**config.mk**
```make
export PLATFORM = sky130hd
export DESIGN_NAME = uart_tx_scheduler
export DESIGN_NICKNAME = d
export VERILOG_FILES = /design/src/rtl/uart_tx_scheduler.sv
export SDC_FILE = /design/constraint.sdc
export NUM_CORES = 1
export LEC_CHECK = 0
export BUFFER_PORTS_ARGS = -buffer_cell sky130_fd_sc_hd__buf_2
export CORE_AREA = 2 2 109 111
export CTS_BUF_LIST = sky130_fd_sc_hd__clkbuf_2
export DETAILED_ROUTE_END_ITERATION = 6
export DIE_AREA = 0 0 111 113
export PLACE_DENSITY = 0.51
export SYNTH_ARGS = -nofsm -noshare
export SYNTH_HDL_FRONTEND = slang
export SYNTH_SLANG_ARGS = --single-unit
```
**constraint.sdc**
```tcl
create_clock -name clk -period 3 [get_ports clk]
set_input_delay 0.3 -clock clk [delete_from_list [all_inputs] [get_ports clk]]
set_output_delay 0.3 -clock clk [all_outputs]
set_load 0.03 [all_outputs]
```
**src/rtl/uart_tx_scheduler.sv**
```systemverilog
// uart_tx_scheduler: buffers software-written bytes in a circular FIFO and
// hands them to the UART transmitter one at a time. For each byte it issues
// a single-cycle start pulse and then follows the transmitter busy flag
// until the byte is finished.
module uart_tx_scheduler #(
  parameter int DEPTH        = 8,
  parameter int BUSY_TIMEOUT = 16
) (
  input  logic                   clk,
  input  logic                   reset,
  input  logic                   wr_en,
  input  logic [7:0]             wr_data,
  input  logic                   clr_flags,
  input  logic                   tx_status,
  output logic [7:0]             tx_data,
  output logic                   tx_en,
  output logic                   full,
  output logic                   empty,
  output logic [$clog2(DEPTH):0] count,
  output logic                   sent,
  output logic                   overflow,
  output logic                   tx_timeout
);

  localparam int AW = $clog2(DEPTH);
  localparam int CW = AW + 1;
  localparam int TW = $clog2(BUSY_TIMEOUT + 1);

  typedef enum logic [1:0] {IDLE, START, WAIT_BUSY, WAIT_DONE} state_t;

  state_t        state_q, state_d;
  logic [7:0]    mem_q [DEPTH];
  logic [AW-1:0] wr_ptr_q, wr_ptr_d;
  logic [AW-1:0] rd_ptr_q, rd_ptr_d;
  logic [CW-1:0] count_q, count_d;
  logic [TW-1:0] timer_q, timer_d;
  logic [7:0]    tx_data_q, tx_data_d;
  logic          tx_en_q, tx_en_d;
  logic          sent_q, sent_d;
  logic          overflow_q, overflow_d;
  logic          timeout_q, timeout_d;
  logic          full_w, empty_w, push, pop;

  // A full FIFO refuses pushes even if a pop happens in the same cycle, and
  // a pop is only taken from IDLE once the transmitter is free.
  assign full_w  = (count_q == CW'(DEPTH));
  assign empty_w = (count_q == '0);
  assign push    = wr_en && !full_w;
  assign pop     = (state_q == IDLE) && !empty_w && !tx_status;

  // Next-state computation for FIFO bookkeeping, sticky flags and the scheduler FSM.
  always_comb begin
    state_d    = state_q;
    wr_ptr_d   = wr_ptr_q;
    rd_ptr_d   = rd_ptr_q;
    count_d    = count_q;
    timer_d    = timer_q;
    tx_data_d  = tx_data_q;
    tx_en_d    = 1'b0;
    sent_d     = 1'b0;
    overflow_d = overflow_q;
    timeout_d  = timeout_q;

    if (clr_flags) begin
      overflow_d = 1'b0;
      timeout_d  = 1'b0;
    end
    if (wr_en && full_w) begin
      overflow_d = 1'b1;
    end

    if (push) begin
      wr_ptr_d = wr_ptr_q + AW'(1);
    end
    if (pop) begin
      rd_ptr_d  = rd_ptr_q + AW'(1);
      tx_data_d = mem_q[rd_ptr_q];
    end

    case ({push, pop})
      2'b10:   count_d = count_q + CW'(1);
      2'b01:   count_d = count_q - CW'(1);
      default: count_d = count_q;
    endcase

    unique case (state_q)
      IDLE: begin
        if (pop) begin
          tx_en_d = 1'b1;
          state_d = START;
        end
      end
      START: begin
        timer_d = TW'(BUSY_TIMEOUT);
        state_d = WAIT_BUSY;
      end
      WAIT_BUSY: begin
        if (tx_status) begin
          state_d = WAIT_DONE;
        end else if (timer_q <= TW'(1)) begin
          timer_d   = '0;
          timeout_d = 1'b1;
          state_d   = IDLE;
        end else begin
          timer_d = timer_q - TW'(1);
        end
      end
      WAIT_DONE: begin
        if (!tx_status) begin
          sent_d  = 1'b1;
          state_d = IDLE;
        end
      end
      default: state_d = IDLE;
    endcase
  end

  // Register all control state; reset abandons any byte in flight.
  always_ff @(posedge clk or posedge reset) begin
    if (reset) begin
      state_q    <= IDLE;
      wr_ptr_q   <= '0;
      rd_ptr_q   <= '0;
      count_q    <= '0;
      timer_q    <= '0;
      tx_data_q  <= 8'h00;
      tx_en_q    <= 1'b0;
      sent_q     <= 1'b0;
      overflow_q <= 1'b0;
      timeout_q  <= 1'b0;
    end else begin
      state_q    <= state_d;
      wr_ptr_q   <= wr_ptr_d;
      rd_ptr_q   <= rd_ptr_d;
      count_q    <= count_d;
      timer_q    <= timer_d;
      tx_data_q  <= tx_data_d;
      tx_en_q    <= tx_en_d;
      sent_q     <= sent_d;
      overflow_q <= overflow_d;
      timeout_q  <= timeout_d;
    end
  end

  // FIFO storage needs no reset; occupancy is governed by count and pointers.
  always_ff @(posedge clk) begin
    if (push) begin
      mem_q[wr_ptr_q] <= wr_data;
    end
  end

  assign tx_data    = tx_data_q;
  assign tx_en      = tx_en_q;
  assign full       = full_w;
  assign empty      = empty_w;
  assign count      = count_q;
  assign sent       = sent_q;
  assign overflow   = overflow_q;
  assign tx_timeout = timeout_q;

endmodule
```
==> results by group <==
Global route
  – Vias in the first global route: 2,186
  – GR Util met1: 15.0%
  – Met3 usage: 3.80%
  – First-pass GRT wire length: 11,600 um
  – Met2 GRT Util: 21.0%
  – Grt ovf: 0
  – Busiest grt layer: met2
  – Initial antenna violation count: 0
  – Total track usage: 12.4%
  – Largest net degree at the start of global routing: 23

Clock network
  – H-tree levels: 3
  – Post-CTS Setup Inserts: 0
  – CTS max path bufs: 2
  – Number of buffers inserted by hold repair at cts: 12
  – Worst-Skew Late Latency: 0.55 ns
  – Post_cts resized: 0
  – Inserted Clock Buffers: 9
  – Clk root buf: clkbuf_2
  – Clock sinks: 93
  – TritonCTS clock tree: built
  – Clock Pin Slew Worst Setup and Hold Paths: 0.26 ns

Timing
  – Slew @ Worst Pin: 0.917 ns
  – Final TNS setup: 0 ns
  – Final Cycle Share: 84.1%
  – Hold Vio Cnt, Final: 0
  – Crit path time final: 2.52 ns
  – Max Fclk: 396 MHz
  – Final Setup Violations: 0
  – Slew Viols, Final: 0
  – RSZ-0062 raised after global routing: false
  – Slew headroom: 38.9%
  – Post-route clock skew: 0.0220 ns

Finish
  – Commonest non-fill, non-tap cell in the layout: edfxtp_1
  – Nets: 311
  – Area Growth Syn to Fin: 15.1%
  – Layout cells sized above 1: 28.0%
  – Diodes inserted: 0
  – Most frequent cells in the layout: edfxtp_1, buf_2, dfrtp_1
  – # fillers: 1,049

Synthesis
  – Yosys warnings: 0
  – Yosys top cell by area: edfxtp_1
  – Post-synth top flop: edfxtp_1
  – Synthesized instance count: 237
  – Ranking of synthesized cells by area: edfxtp_1, dfrtp_1, mux4_2
  – Count of cell types in the netlist: 39
  – Async set-or-reset flop fraction in the synthesized netlist: 31.2%
  – Mapped cell area: 3860 um^2
  – Register bit count reported by yosys: 93
  – Syn Area/Cell: 16.3 um^2
  – Synth top area share: 49.8%
  – Post-Syn Nets: 257
  – Post-synth EDFFs: 64
  – Seq/Total Area, Yosys: 68.6%

Routing
  – DRT iter0 DRCs: 148
  – # DRC: 0
  – Total wire length: 7200 um
  – Vias: 2,067
  – Pre-antenna DRT Iters: 4
  – Vias per cell: 4.71
  – Routed Antenna Nets: 0
  – Drt wl/cell: 16.4 um

Floorplanning
  – Placeable core area: 11,300 um^2
  – Initial core utilization: 34.3%
  – Die area: 12,500 um^2
  – Die Y: 113 um
  – Top Ports: 31
  – Rows: 39
  – Die Width: 111 um

Power
  – Peak supply drop: 0.000301 V
  – Cell Pwr Density: 897 nW/um^2
  – Pleak: 1.70 nW
  – Total Power: 3.99 mW

Worst setup path
  – Critical path fanouts, max: 21
  – Startpoint Class: flip-flop
  – Data arrival, critical path: 2.99 ns
  – Worst Path Class, Setup: flip-flop to flip-flop
  – Worst endpoint required time: 3.47 ns
  – Setup crit end kind: flip-flop

Placed design
  – IO buf count: 30
  – Post-DP HPWL: 4670 um
  – Routability-driven placement congestion ratio: 0.759

Outcome
  – Status: completed

Job
  – Max Cap Viol: 0

Hold path
  – Hold WC Path Type: input pin to async pin
-- flip-flops by register name (all words and copies together) (netlist names), 2 cells and up --
register	count
mem_q	64
tx_data	8
rd_ptr_q	3
timer_q	5
state_q	2
count	4
wr_ptr_q	3
-- worst paths after layout --
check	start	endpoint	slack, ns	cells after the start
setup / recovery	count[0]$_DFFE_PP0P_	count[2]$_DFFE_PP0P_	0.48	10
hold / removal	reset	count[3]$_DFFE_PP0P_	0.42	3
setup reg to reg	count[0]$_DFFE_PP0P_	count[2]$_DFFE_PP0P_	0.48	10
hold reg to reg	tx_data[2]$_DFFE_PP0P_	tx_data[2]$_DFFE_PP0P_	0.53	2
max in group asynchronous	reset	wr_ptr_q[0]$_DFFE_PP0P_	1.92	4
min in group clk	clr_flags	tx_timeout$_DFF_PP0_	0.46	3
-- report_power, final --
part | total [mW] | switching (mW) | internal [mW] | leakage [nW]
clock | 0.633 | 0.434 | 0.199 | 0.0743
combinational | 1.36 | 0.739 | 0.617 | 0.687
sequential | 2.00 | 0.324 | 1.67 | 0.937
total | 3.99 | 1.50 | 2.49 | 1.70
-- layout make-up --
type                    count  area (um^2)  area share (%)
multi-input cells         124         1110            25.0
well taps                 143          179            4.03
clock buffers               9         45.0            1.01
repair buffers             52          345            7.77
clock inverters             7         73.8            1.66
flip-flops and latches     93         2650            59.6
inverters                  11         41.3           0.929
-- metrics by stage --
| stage | util [%] | hold slack (ns) | cells | instance area (um^2) | setup WS [ns] |
|---|---|---|---|---|---|
| floorplan | - | 0.373 | 237 | 3860 | 0.115 |
| global placement | 37.3 | 0.482 | 411 | 4200 | 0.529 |
| detailed placement | 37.3 | 0.483 | 411 | 4200 | 0.483 |
| CTS | 39.4 | 0.395 | 439 | 4440 | 0.454 |
| global route | 39.4 | 0.383 | 439 | 4440 | 0.280 |
| finish | 39.4 | 0.415 | 439 | 4440 | 0.477 |
-- cells in the mapped netlist, drive strengths merged, types with 3 or more instances --
| library cell | count |
|---|---|
| buf | 8 |
| xor2 | 3 |
| mux2i | 9 |
| dfrtp | 29 |
| nor3 | 8 |
| nand2 | 24 |
| edfxtp | 64 |
| nor4 | 3 |
| xnor2 | 6 |
| inv | 11 |
| o31ai | 3 |
| o21ai | 12 |
| nand2b | 5 |
| ha | 7 |
| nor2 | 7 |
| mux4 | 16 |
-- logic make-up (layout without fill, tap and decap cells) --
group	count (synthesis)	in the layout	share of synthesized area, %
multiplexers	26	26	12.0
buffers and inverters	20	79	2.82
adder cells (fa/ha/maj)	7	7	2.27
AND/OR/NAND/NOR	55	55	7.62
XOR/XNOR	9	9	2.43
flip-flops	93	93	68.6
AO/OA/AOI/OAI	27	27	4.34
-- critical path, stage by stage, from the launching register on --
cell and delay (ns):
dfrtp_1 0.54, nor4_2 0.35, or3_4 0.34, inv_2 0.10, ha_1 0.26, xor2_1 0.16
ha_1 0.18, a21oi_1 0.14, xor2_1 0.16, nor2_1 0.06, xor2_1 0.14
-- metal layers --
layer | up-vias | wire length [um]
li1 | 1005 | -
met1 | 1025 | 3080
met2 | 31 | 3800
met3 | 6 | 238
met4 | 0 | 85
met5 | - | 0
(Power assumes the default switching activity.)
